`config.mk`:
```
export PLATFORM = sky130hd
export DESIGN_NAME = smg_scan_ctrl
export DESIGN_NICKNAME = d
export VERILOG_FILES = /design/src/rtl/smg_pkg.sv /design/src/rtl/smg_key_cond.sv /design/src/rtl/smg_scan_ctrl.sv
export SDC_FILE = /design/constraint.sdc
export NUM_CORES = 1
export LEC_CHECK = 0
export ABC_AREA = 1
export ABC_CLOCK_PERIOD_IN_PS = 2000
export CAP_MARGIN = 20
export CORE_ASPECT_RATIO = 0.9
export CORE_MARGIN = 4
export CORE_UTILIZATION = 45
export CTS_CLUSTER_DIAMETER = 80
export CTS_CLUSTER_SIZE = 28
export DETAILED_ROUTE_END_ITERATION = 10
export PLACE_DENSITY = 0.78
export SYNTH_ARGS = -nofsm -noshare
export SYNTH_HDL_FRONTEND = slang
export SYNTH_SLANG_ARGS = --single-unit
```
`constraint.sdc`:
```
create_clock -name clk_i -period 2 [get_ports clk_i]
set_input_delay 0.6 -clock clk_i [delete_from_list [all_inputs] [get_ports clk_i]]
set_output_delay 0.6 -clock clk_i [all_outputs]
set_load 0.005 [all_outputs]
```
`src/rtl/smg_pkg.sv`:
```
// Shared types and constants for the seven-segment scan/page controller.
package smg_pkg;

  typedef enum logic [1:0] {
    LOAD = 2'd0,
    SCAN = 2'd1,
    GAP  = 2'd2
  } state_e;

  localparam logic [1:0] PAGE_FX   = 2'd0;
  localparam logic [1:0] PAGE_TM   = 2'd1;
  localparam logic [1:0] PAGE_ZK   = 2'd2;
  localparam logic [1:0] PAGE_LAST = PAGE_ZK;

  localparam int NUM_DIGITS = 8;

  function automatic logic [31:0] page_word(input logic [1:0]  page,
                                            input logic [31:0] fx,
                                            input logic [31:0] tm,
                                            input logic [31:0] zk);
    case (page)
      PAGE_TM: return tm;
      PAGE_ZK: return zk;
      default: return fx;
    endcase
  endfunction

  function automatic logic [1:0] next_page(input logic [1:0] page);
    return (page == PAGE_LAST) ? PAGE_FX : page + 2'd1;
  endfunction

endpackage

```
`src/rtl/smg_key_cond.sv`:
```
// Page-key conditioner: 2-FF synchroniser, optional stability filter (SMG_DEBOUNCE_EN), rising-edge press pulse.
// press_o rises 3 cycles after the key, or DEBOUNCE_TICKS+3 cycles with the filter enabled.
module smg_key_cond #(
  parameter int DEBOUNCE_TICKS = 1000000
) (
  input  logic clk_i,
  input  logic rst_i,
  input  logic key_i,
  output logic press_o
);

  logic sync1_q;
  logic sync2_q;
  logic lvl;
  logic lvl_prev_q;

  always_ff @(posedge clk_i) begin
    if (rst_i) begin
      sync1_q    <= 1'b0;
      sync2_q    <= 1'b0;
      lvl_prev_q <= 1'b0;
    end else begin
      sync1_q    <= key_i;
      sync2_q    <= sync1_q;
      lvl_prev_q <= lvl;
    end
  end

`ifdef SMG_DEBOUNCE_EN
  localparam int CW = $clog2(DEBOUNCE_TICKS + 1);
  localparam logic [CW-1:0] CNT_LAST = CW'(DEBOUNCE_TICKS - 1);

  logic [CW-1:0] cnt_q;
  logic          lvl_q;

  // The level flips only after DEBOUNCE_TICKS consecutive disagreeing samples.
  always_ff @(posedge clk_i) begin
    if (rst_i) begin
      cnt_q <= '0;
      lvl_q <= 1'b0;
    end else if (sync2_q == lvl_q) begin
      cnt_q <= '0;
    end else if (cnt_q == CNT_LAST) begin
      cnt_q <= '0;
      lvl_q <= sync2_q;
    end else begin
      cnt_q <= cnt_q + 1'b1;
    end
  end

  assign lvl = lvl_q;
`else
  localparam int unused_debounce_ticks = DEBOUNCE_TICKS;
  assign lvl = sync2_q;
`endif

  assign press_o = lvl & ~lvl_prev_q;

endmodule

```
`src/rtl/smg_scan_ctrl.sv`:
```
// 8-digit scan/page controller: LOAD/SCAN/GAP digit sequencing, frame-coherent snapshot, key/auto page stepping.
// All outputs registered; frame = 1 + 8*(DIGIT_TICKS+BLANK_TICKS) cycles. Optional key filter: SMG_DEBOUNCE_EN.
module smg_scan_ctrl
  import smg_pkg::*;
#(
  parameter int DIGIT_TICKS    = 50000,
  parameter int BLANK_TICKS    = 500,
  parameter int PAGE_FRAMES    = 200,
  parameter int DEBOUNCE_TICKS = 1000000
) (
  input  logic        clk_i,
  input  logic        rst_i,
  input  logic        key_page_i,
  input  logic        auto_en_i,
  input  logic [31:0] data_fx_i,
  input  logic [31:0] data_tm_i,
  input  logic [31:0] data_zk_i,
  output logic [2:0]  bit_sel_o,
  output logic [1:0]  d_m_o,
  output logic [31:0] disp_data_o,
  output logic        blank_o,
  output logic        frame_done_o
);

  localparam int TICK_MAX = (DIGIT_TICKS > BLANK_TICKS) ? DIGIT_TICKS : BLANK_TICKS;
  localparam int TW       = $clog2(TICK_MAX + 1);
  localparam int FW       = $clog2(PAGE_FRAMES + 1);

  localparam logic [TW-1:0] DIG_LAST   = TW'(DIGIT_TICKS - 1);
  localparam logic [TW-1:0] GAP_LAST   = TW'(BLANK_TICKS - 1);
  localparam logic [FW-1:0] DWELL_FULL = FW'(PAGE_FRAMES);
  localparam logic [2:0]    BIT_LAST   = 3'(NUM_DIGITS - 1);

  state_e        state_q, state_d;
  logic [TW-1:0] tick_q, tick_d;
  logic [FW-1:0] dwell_q, dwell_d;
  logic          pend_q, pend_d;
  logic [2:0]    bit_sel_q, bit_sel_d;
  logic [1:0]    d_m_q, d_m_d;
  logic [31:0]   disp_q, disp_d;
  logic          blank_q, blank_d;
  logic          frame_done_q, frame_done_d;
  logic          boundary;
  logic          advance;
  logic          press;

  smg_key_cond #(
    .DEBOUNCE_TICKS(DEBOUNCE_TICKS)
  ) u_key_cond (
    .clk_i  (clk_i),
    .rst_i  (rst_i),
    .key_i  (key_page_i),
    .press_o(press)
  );

  always_comb begin
    state_d   = state_q;
    tick_d    = tick_q;
    bit_sel_d = bit_sel_q;
    d_m_d     = d_m_q;
    disp_d    = disp_q;
    dwell_d   = auto_en_i ? dwell_q : '0;
    pend_d    = pend_q | press;
    boundary  = 1'b0;
    advance   = 1'b0;

    case (state_q)
      LOAD: begin
        disp_d    = page_word(d_m_q, data_fx_i, data_tm_i, data_zk_i);
        bit_sel_d = '0;
        tick_d    = '0;
        state_d   = SCAN;
      end
      SCAN: begin
        if (tick_q == DIG_LAST) begin
          tick_d = '0;
          if (BLANK_TICKS != 0)       state_d   = GAP;
          else if (bit_sel_q != BIT_LAST) bit_sel_d = bit_sel_q + 3'd1;
          else                        boundary  = 1'b1;
        end else begin
          tick_d = tick_q + 1'b1;
        end
      end
      GAP: begin
        if (tick_q == GAP_LAST) begin
          tick_d = '0;
          if (bit_sel_q != BIT_LAST) begin
            bit_sel_d = bit_sel_q + 3'd1;
            state_d   = SCAN;
          end else begin
            boundary = 1'b1;
          end
        end else begin
          tick_d = tick_q + 1'b1;
        end
      end
      default: state_d = LOAD;
    endcase

    // A press landing on the boundary cycle survives into the next frame's pending flag.
    if (boundary) begin
      state_d   = LOAD;
      bit_sel_d = '0;
      advance   = pend_q | (auto_en_i & (dwell_q == DWELL_FULL));
      if (advance) begin
        d_m_d   = next_page(d_m_q);
        dwell_d = '0;
        pend_d  = press;
      end else if (auto_en_i && dwell_q != DWELL_FULL) begin
        dwell_d = dwell_q + 1'b1;
      end
    end

    blank_d = (state_d != SCAN);
    if (BLANK_TICKS != 0)
      frame_done_d = (state_d == GAP) && (bit_sel_d == BIT_LAST) && (tick_d == GAP_LAST);
    else
      frame_done_d = (state_d == SCAN) && (bit_sel_d == BIT_LAST) && (tick_d == DIG_LAST);
  end

  always_ff @(posedge clk_i) begin
    if (rst_i) begin
      state_q      <= LOAD;
      tick_q       <= '0;
      dwell_q      <= '0;
      pend_q       <= 1'b0;
      bit_sel_q    <= '0;
      d_m_q        <= PAGE_FX;
      disp_q       <= '0;
      blank_q      <= 1'b1;
      frame_done_q <= 1'b0;
    end else begin
      state_q      <= state_d;
      tick_q       <= tick_d;
      dwell_q      <= dwell_d;
      pend_q       <= pend_d;
      bit_sel_q    <= bit_sel_d;
      d_m_q        <= d_m_d;
      disp_q       <= disp_d;
      blank_q      <= blank_d;
      frame_done_q <= frame_done_d;
    end
  end

  assign bit_sel_o    = bit_sel_q;
  assign d_m_o        = d_m_q;
  assign disp_data_o  = disp_q;
  assign blank_o      = blank_q;
  assign frame_done_o = frame_done_q;

endmodule

```
# Word-level counts from Yosys, hierarchy flattened
# Cells that the tools add are included.
# classes
muxes	23
n_bitwise	5
n_addsub	4
n_reduce_logical	5
n_eq_ne	13
# ops
cell	count
32-bit one-hot mux with 2 select lines	1
16-bit one-hot mux with 3 select lines	1
16-bit by 9-bit == test with 1-bit output, second input constant	2
16-bit 2-to-1 mux	2
8-bit 2-to-1 mux	4
16-bit by 1-bit adder with 16-bit output, second input constant	1
16-bit == test, second input constant	1
2-bit 2-to-1 mux	5
3-bit 2-to-1 mux	3
8-bit by 1-bit adder with 8-bit output, second input constant	1
8-bit == test, second input constant	1
8-bit != test, second input constant	1
2-bit == test, second input constant	3
2-bit one-hot mux with 3 select lines	1
3-bit one-hot mux with 2 select lines	1
1-bit 2-to-1 mux	5
2-bit by 1-bit == test with 1-bit output, second input constant	2
3-bit by 1-bit adder with 3-bit output, second input constant	1
3-bit == test, second input constant	1
1-bit logical AND	3
3-bit != test, second input constant	1
2-bit by 1-bit adder with 2-bit output, second input constant	1
1-bit AND	2
2-bit logical NOT	1
4 further kinds	5
# word_totals
inputBits	100
out_inout_bits	39
wordCells	62
register_bits	69

# Logic depth before layout (Yosys ltp)
# Gate-level depths: netlist of run 1.
# depth
ltp_word	8
mapped_depth	15
mapped_depth_nobuf	14

# Modules after synthesis
# A second synthesis of run 1 with hierarchy kept.
# hier_totals
hier_cells	616
area_unflattened_um2	3895.0
# modules_own_cells
module	seq_area_each_um2	area_each_um2	instances	cells_per_inst
smg_scan_ctrl	1321.3	3808.7	1	606
smg_key_cond	60.1	86.3	1	10

# Worst setup path after synthesis of run 1
# No wires, ideal clock.
# synth_path
path_kind	register to register
from	reg d_m_q[0], in the netlist d_m_o[0]
to	reg disp_q[6], in the netlist disp_data_o[6]
t_arrival_ps	1492
path_slack_ps	380
setup_ps	128
n_path_buf	2
period_less_slack_ps	1620
required_ps	1872
stages_incl_launch_ff	8
path_cell_list	dfxtp_1 > inv_1 > ha_1 > clkbuf_1 > buf_1 > nand3_1 > o21ai_0 > a21oi_1
# synth_between
elab_chain_len	2
word_cells_on_any_way	3
cone_classes	2 x eq/ne; 1 x mux
# synth_rtl
item	line	rtl
start, declared	smg_scan_ctrl.sv:39	logic [1:0] d_m_q, d_m_d;
start signal, assigned	smg_scan_ctrl.sv:138	d_m_q <= d_m_d;
2-bit == test / 2-bit by 1-bit == test with 1-bit output (equally long branches)	smg_pkg.sv:21	case (page)
32-bit one-hot mux with 2 select lines *	smg_pkg.sv:21	
end signal, assigned	smg_scan_ctrl.sv:139	disp_q <= disp_d;
end, declared	smg_scan_ctrl.sv:40	logic [31:0] disp_q, disp_d;
# Every way passes the cells marked *; elsewhere a longest branch is shown, timed or not.
# A chain may end at the register's enable or synchronous reset.

# Worst setup path in the final report of run 1
# layout_path
from	reg bit_sel_q[2], in the netlist bit_sel_o[2]
to	out bit_sel_o[2]
# layout_rtl
item	line	rtl
start, declared	smg_scan_ctrl.sv:38	logic [2:0] bit_sel_q, bit_sel_d;
start signal, assigned	smg_scan_ctrl.sv:137	bit_sel_q <= bit_sel_d;
end, declared	smg_scan_ctrl.sv:18	output logic [2:0] bit_sel_o,
# No word-level cell between the ends.

==> results of run 1 <==
==> timing repair <==
item,in CTS,in global routing
hold buffers,0,0
setup buffers,0,0
endpoints found under the setup margin,0,4
resized for setup,0,8
==> logic make-up (layout without fill, tap and decap cells) <==
group / count (synthesis) / after routing / synth area share [%]
AOI/OAI and AO/OA: 120 / 120 / 16.1
buffers and inverters: 86 / 225 / 8.47
DFF: 69 / 69 / 35.7
and+or+nand+nor: 312 / 312 / 35.2
adders and majority gates: 8 / 8 / 2.58
xor gates and xnor gates: 9 / 9 / 2.04
==> synth_stat cells (7+ instances only) <==
| master | number | area share, % |
|---|---|---|
| ha_1 | 8 | 2.6 |
| nand4_1 | 8 | 1.3 |
| clkbuf_1 | 23 | 2.2 |
| o21ai_0 | 67 | 8.7 |
| nor2_1 | 59 | 5.7 |
| a21oi_1 | 44 | 5.7 |
| inv_1 | 55 | 5.3 |
| nor2_2 | 9 | 1.5 |
| nand2_1 | 149 | 14 |
| nand3_1 | 73 | 9.4 |
| xor2_1 | 7 | 1.6 |
| dfxtp_1 | 69 | 36 |
==> report_power, final <==
group | total [mW] | switching (mW) | internal (mW)
sequential | 1.46 | 0.0303 | 1.43
clock | 1.03 | 0.517 | 0.517
combinational | 0.444 | 0.151 | 0.293
total | 2.94 | 0.699 | 2.24
==> state kept, by name (all words and copies together), names as in the netlist <==
| register | count |
|---|---|
| bit_sel_o | 3 |
| blank_o | 1 |
| d_m_o | 2 |
| disp_data_o | 32 |
| dwell_q | 8 |
| frame_done_o | 1 |
| pend_q | 1 |
| state_q | 2 |
| tick_q | 16 |
| u_key_cond.lvl | 1 |
| u_key_cond.lvl_prev_q | 1 |
| u_key_cond.sync1_q | 1 |
==> layer usage <==
metal  wire [um]  vias up  global-route usage (%)
met4         172        0                    7.12
met1        5070     1936                    29.6
met2        5580      168                    40.7
met3        1030       15                    7.44
li1            -     2249                       -
met5           0        -                       0
==> area by class of cell <==
cell class,instances,area (um^2)
Tap cell,115,144
Clock inverter,3,20.0
Clock buffer,13,159
Fill cell,733,2620
Sequential cell,69,1390
Timing Repair Buffer,151,1490
Inverter,58,218
Multi-Input combinational cell,449,2190
==> per-stage QoR <==
stage | setup WS (ns) | utilization [%] | total power, mW | hold WS, ns | cells
2_1_floorplan | 0.380 | - | 1.59 | 0.388 | 604
3_3_place_gp | 0.122 | 65.7 | 1.93 | 0.400 | 842
3_5_place_dp | 0.0964 | 65.7 | 1.93 | 0.402 | 842
4_1_cts | 0.105 | 67.9 | 2.96 | 0.411 | 858
5_1_grt | 0.0117 | 68.2 | 3.06 | 0.440 | 858
6_report | 0.0935 | 68.2 | 2.94 | 0.409 | 858
==> worst paths after layout <==
kind	startpoint	slack, ns	cells past startpoint	end
max	bit_sel_o[2]$_SDFF_PP0_	0.09	1	bit_sel_o[2]
min	u_key_cond.sync1_q$_SDFF_PP0_	0.41	2	u_key_cond.lvl$_SDFF_PP0_
max reg2reg	bit_sel_o[0]$_SDFF_PP0_	0.18	9	dwell_q[4]$_SDFF_PP0_
min reg2reg	u_key_cond.sync1_q$_SDFF_PP0_	0.41	2	u_key_cond.lvl$_SDFF_PP0_
==> worst min-delay path, cell delays in order, from the launching register on <==
cell and delay [ns]:
dfxtp_1 0.30, inv_1 0.04, nor2_1 0.03
==> reports/summary.txt, run 1 <==
Largest net degree at the start of global routing: 65
Post-DP HPWL: 9.22 mm
Peak supply drop: 0.270 mV
1st-iter DRT viols: 218
N_diodes: 0
Total negative slack: 0 ns
Synth async-reset ratio: 0%
Top-Level Pins: 139
Vias in the first global route: 4,272
Max_cap viols: 0
Pins Over Slew Limit: 0
Post-synthesis sequential area ratio: 35.7%
Total GRT Usage: 24.0%
Yosys reg bits: 69
Critical Path Start Type: flop
Total grt overflow: 0
Worst-path clk slew: 0.07 ns
Final ANT Viol Nets: 0
Nets: 846
Data arrival time of the worst path: 1.31 ns
Initial antenna violation count: 0
Final hold violation count: 0
Vias post-DR: 4,368
TritonCTS clock tree: done
Wire per inst: 13.8 um
Buffers and inverters on the worst path: 1
Post-Route WL: 11.8 mm
Netlist cell types: 30
Drt pass-1 iters: 5
Prevailing post-synth register cell: dfxtp_1
Post-Syn Area: 3870 um^2
Worst Skew: 0.00757 ns
Drt drc: 0
Area grow syn2layout: 44.7%
Commonest non-fill, non-tap cell in the layout: nand2_1
Final Cell Area: 5610 um^2
FP Rows: 31
Max stage delay on crit path: 0.54 ns
Worst-margin pin slew: 0.522 ns
Die area: 10,200 um^2
CP top delay family: buffers and inverters
Vias/cell: 5.09
CTS Buffer Depth: 2
Post-synth EDFFs: 0
Total clock sinks: 69
Final setup fails: 0
Synth warnings: 0
Root Buffer Master: clkbuf_8
Die Span Y: 96.0 um
Critical path type: reg2out
Max Freq: 0.525 GHz
RSZ-0062 raised after global routing: false
Final Critical Period: 1.91 ns
Die X-Extent: 106 um
Syn Inst Count: 604
Status: finished, final reports clean
CP Max Fanout: 5
Slew headroom: 65.2%
Avg Inst Size Synth: 6.41 um^2
Initial core utilization: 47.1%
RePlAce Congestion: 1.01
Ratio of cells with drive above 1 in the final layout: 7.67%
Syn Nets: 712
CP Capture Type: output port
Crit path cell chain: clkdlybuf4s50_1
P per Cell Area: 524 nW/um^2
First-pass GRT wire length: 19.7 mm
CTS buffer count: 9
Placed instance area: 5410 um^2
Port Buf Inserts: 138
Fin crit share: 95.3%
Worst hold path type: reg2reg
H-tree depth: 3
Area of the core: 8220 um^2
CP max stage cell: clkdlybuf4s50_1
P_leak: 2.13 nW
Commonest cells after routing, fill and taps aside: nand2_1, clkdlybuf4s50_1, nand3_1
Clock latency on the worst-skew pair: 0.34 ns
Worst EP required: 1.40 ns
(Power assumes the default switching activity.)
==> run 2: changes to the inputs <==
Settings changed: SKIP_LAST_GASP set to 1.
==> results of run 2 <==
The final DEF is identical to that of run 1; final timing and power are the same.
==> run 3: changes to the inputs <==
Settings changed: CAP_MARGIN 20 to not set, SLEW_MARGIN set to 10.
==> results of run 3 <==
The final DEF is identical to that of run 1; final timing and power are the same.
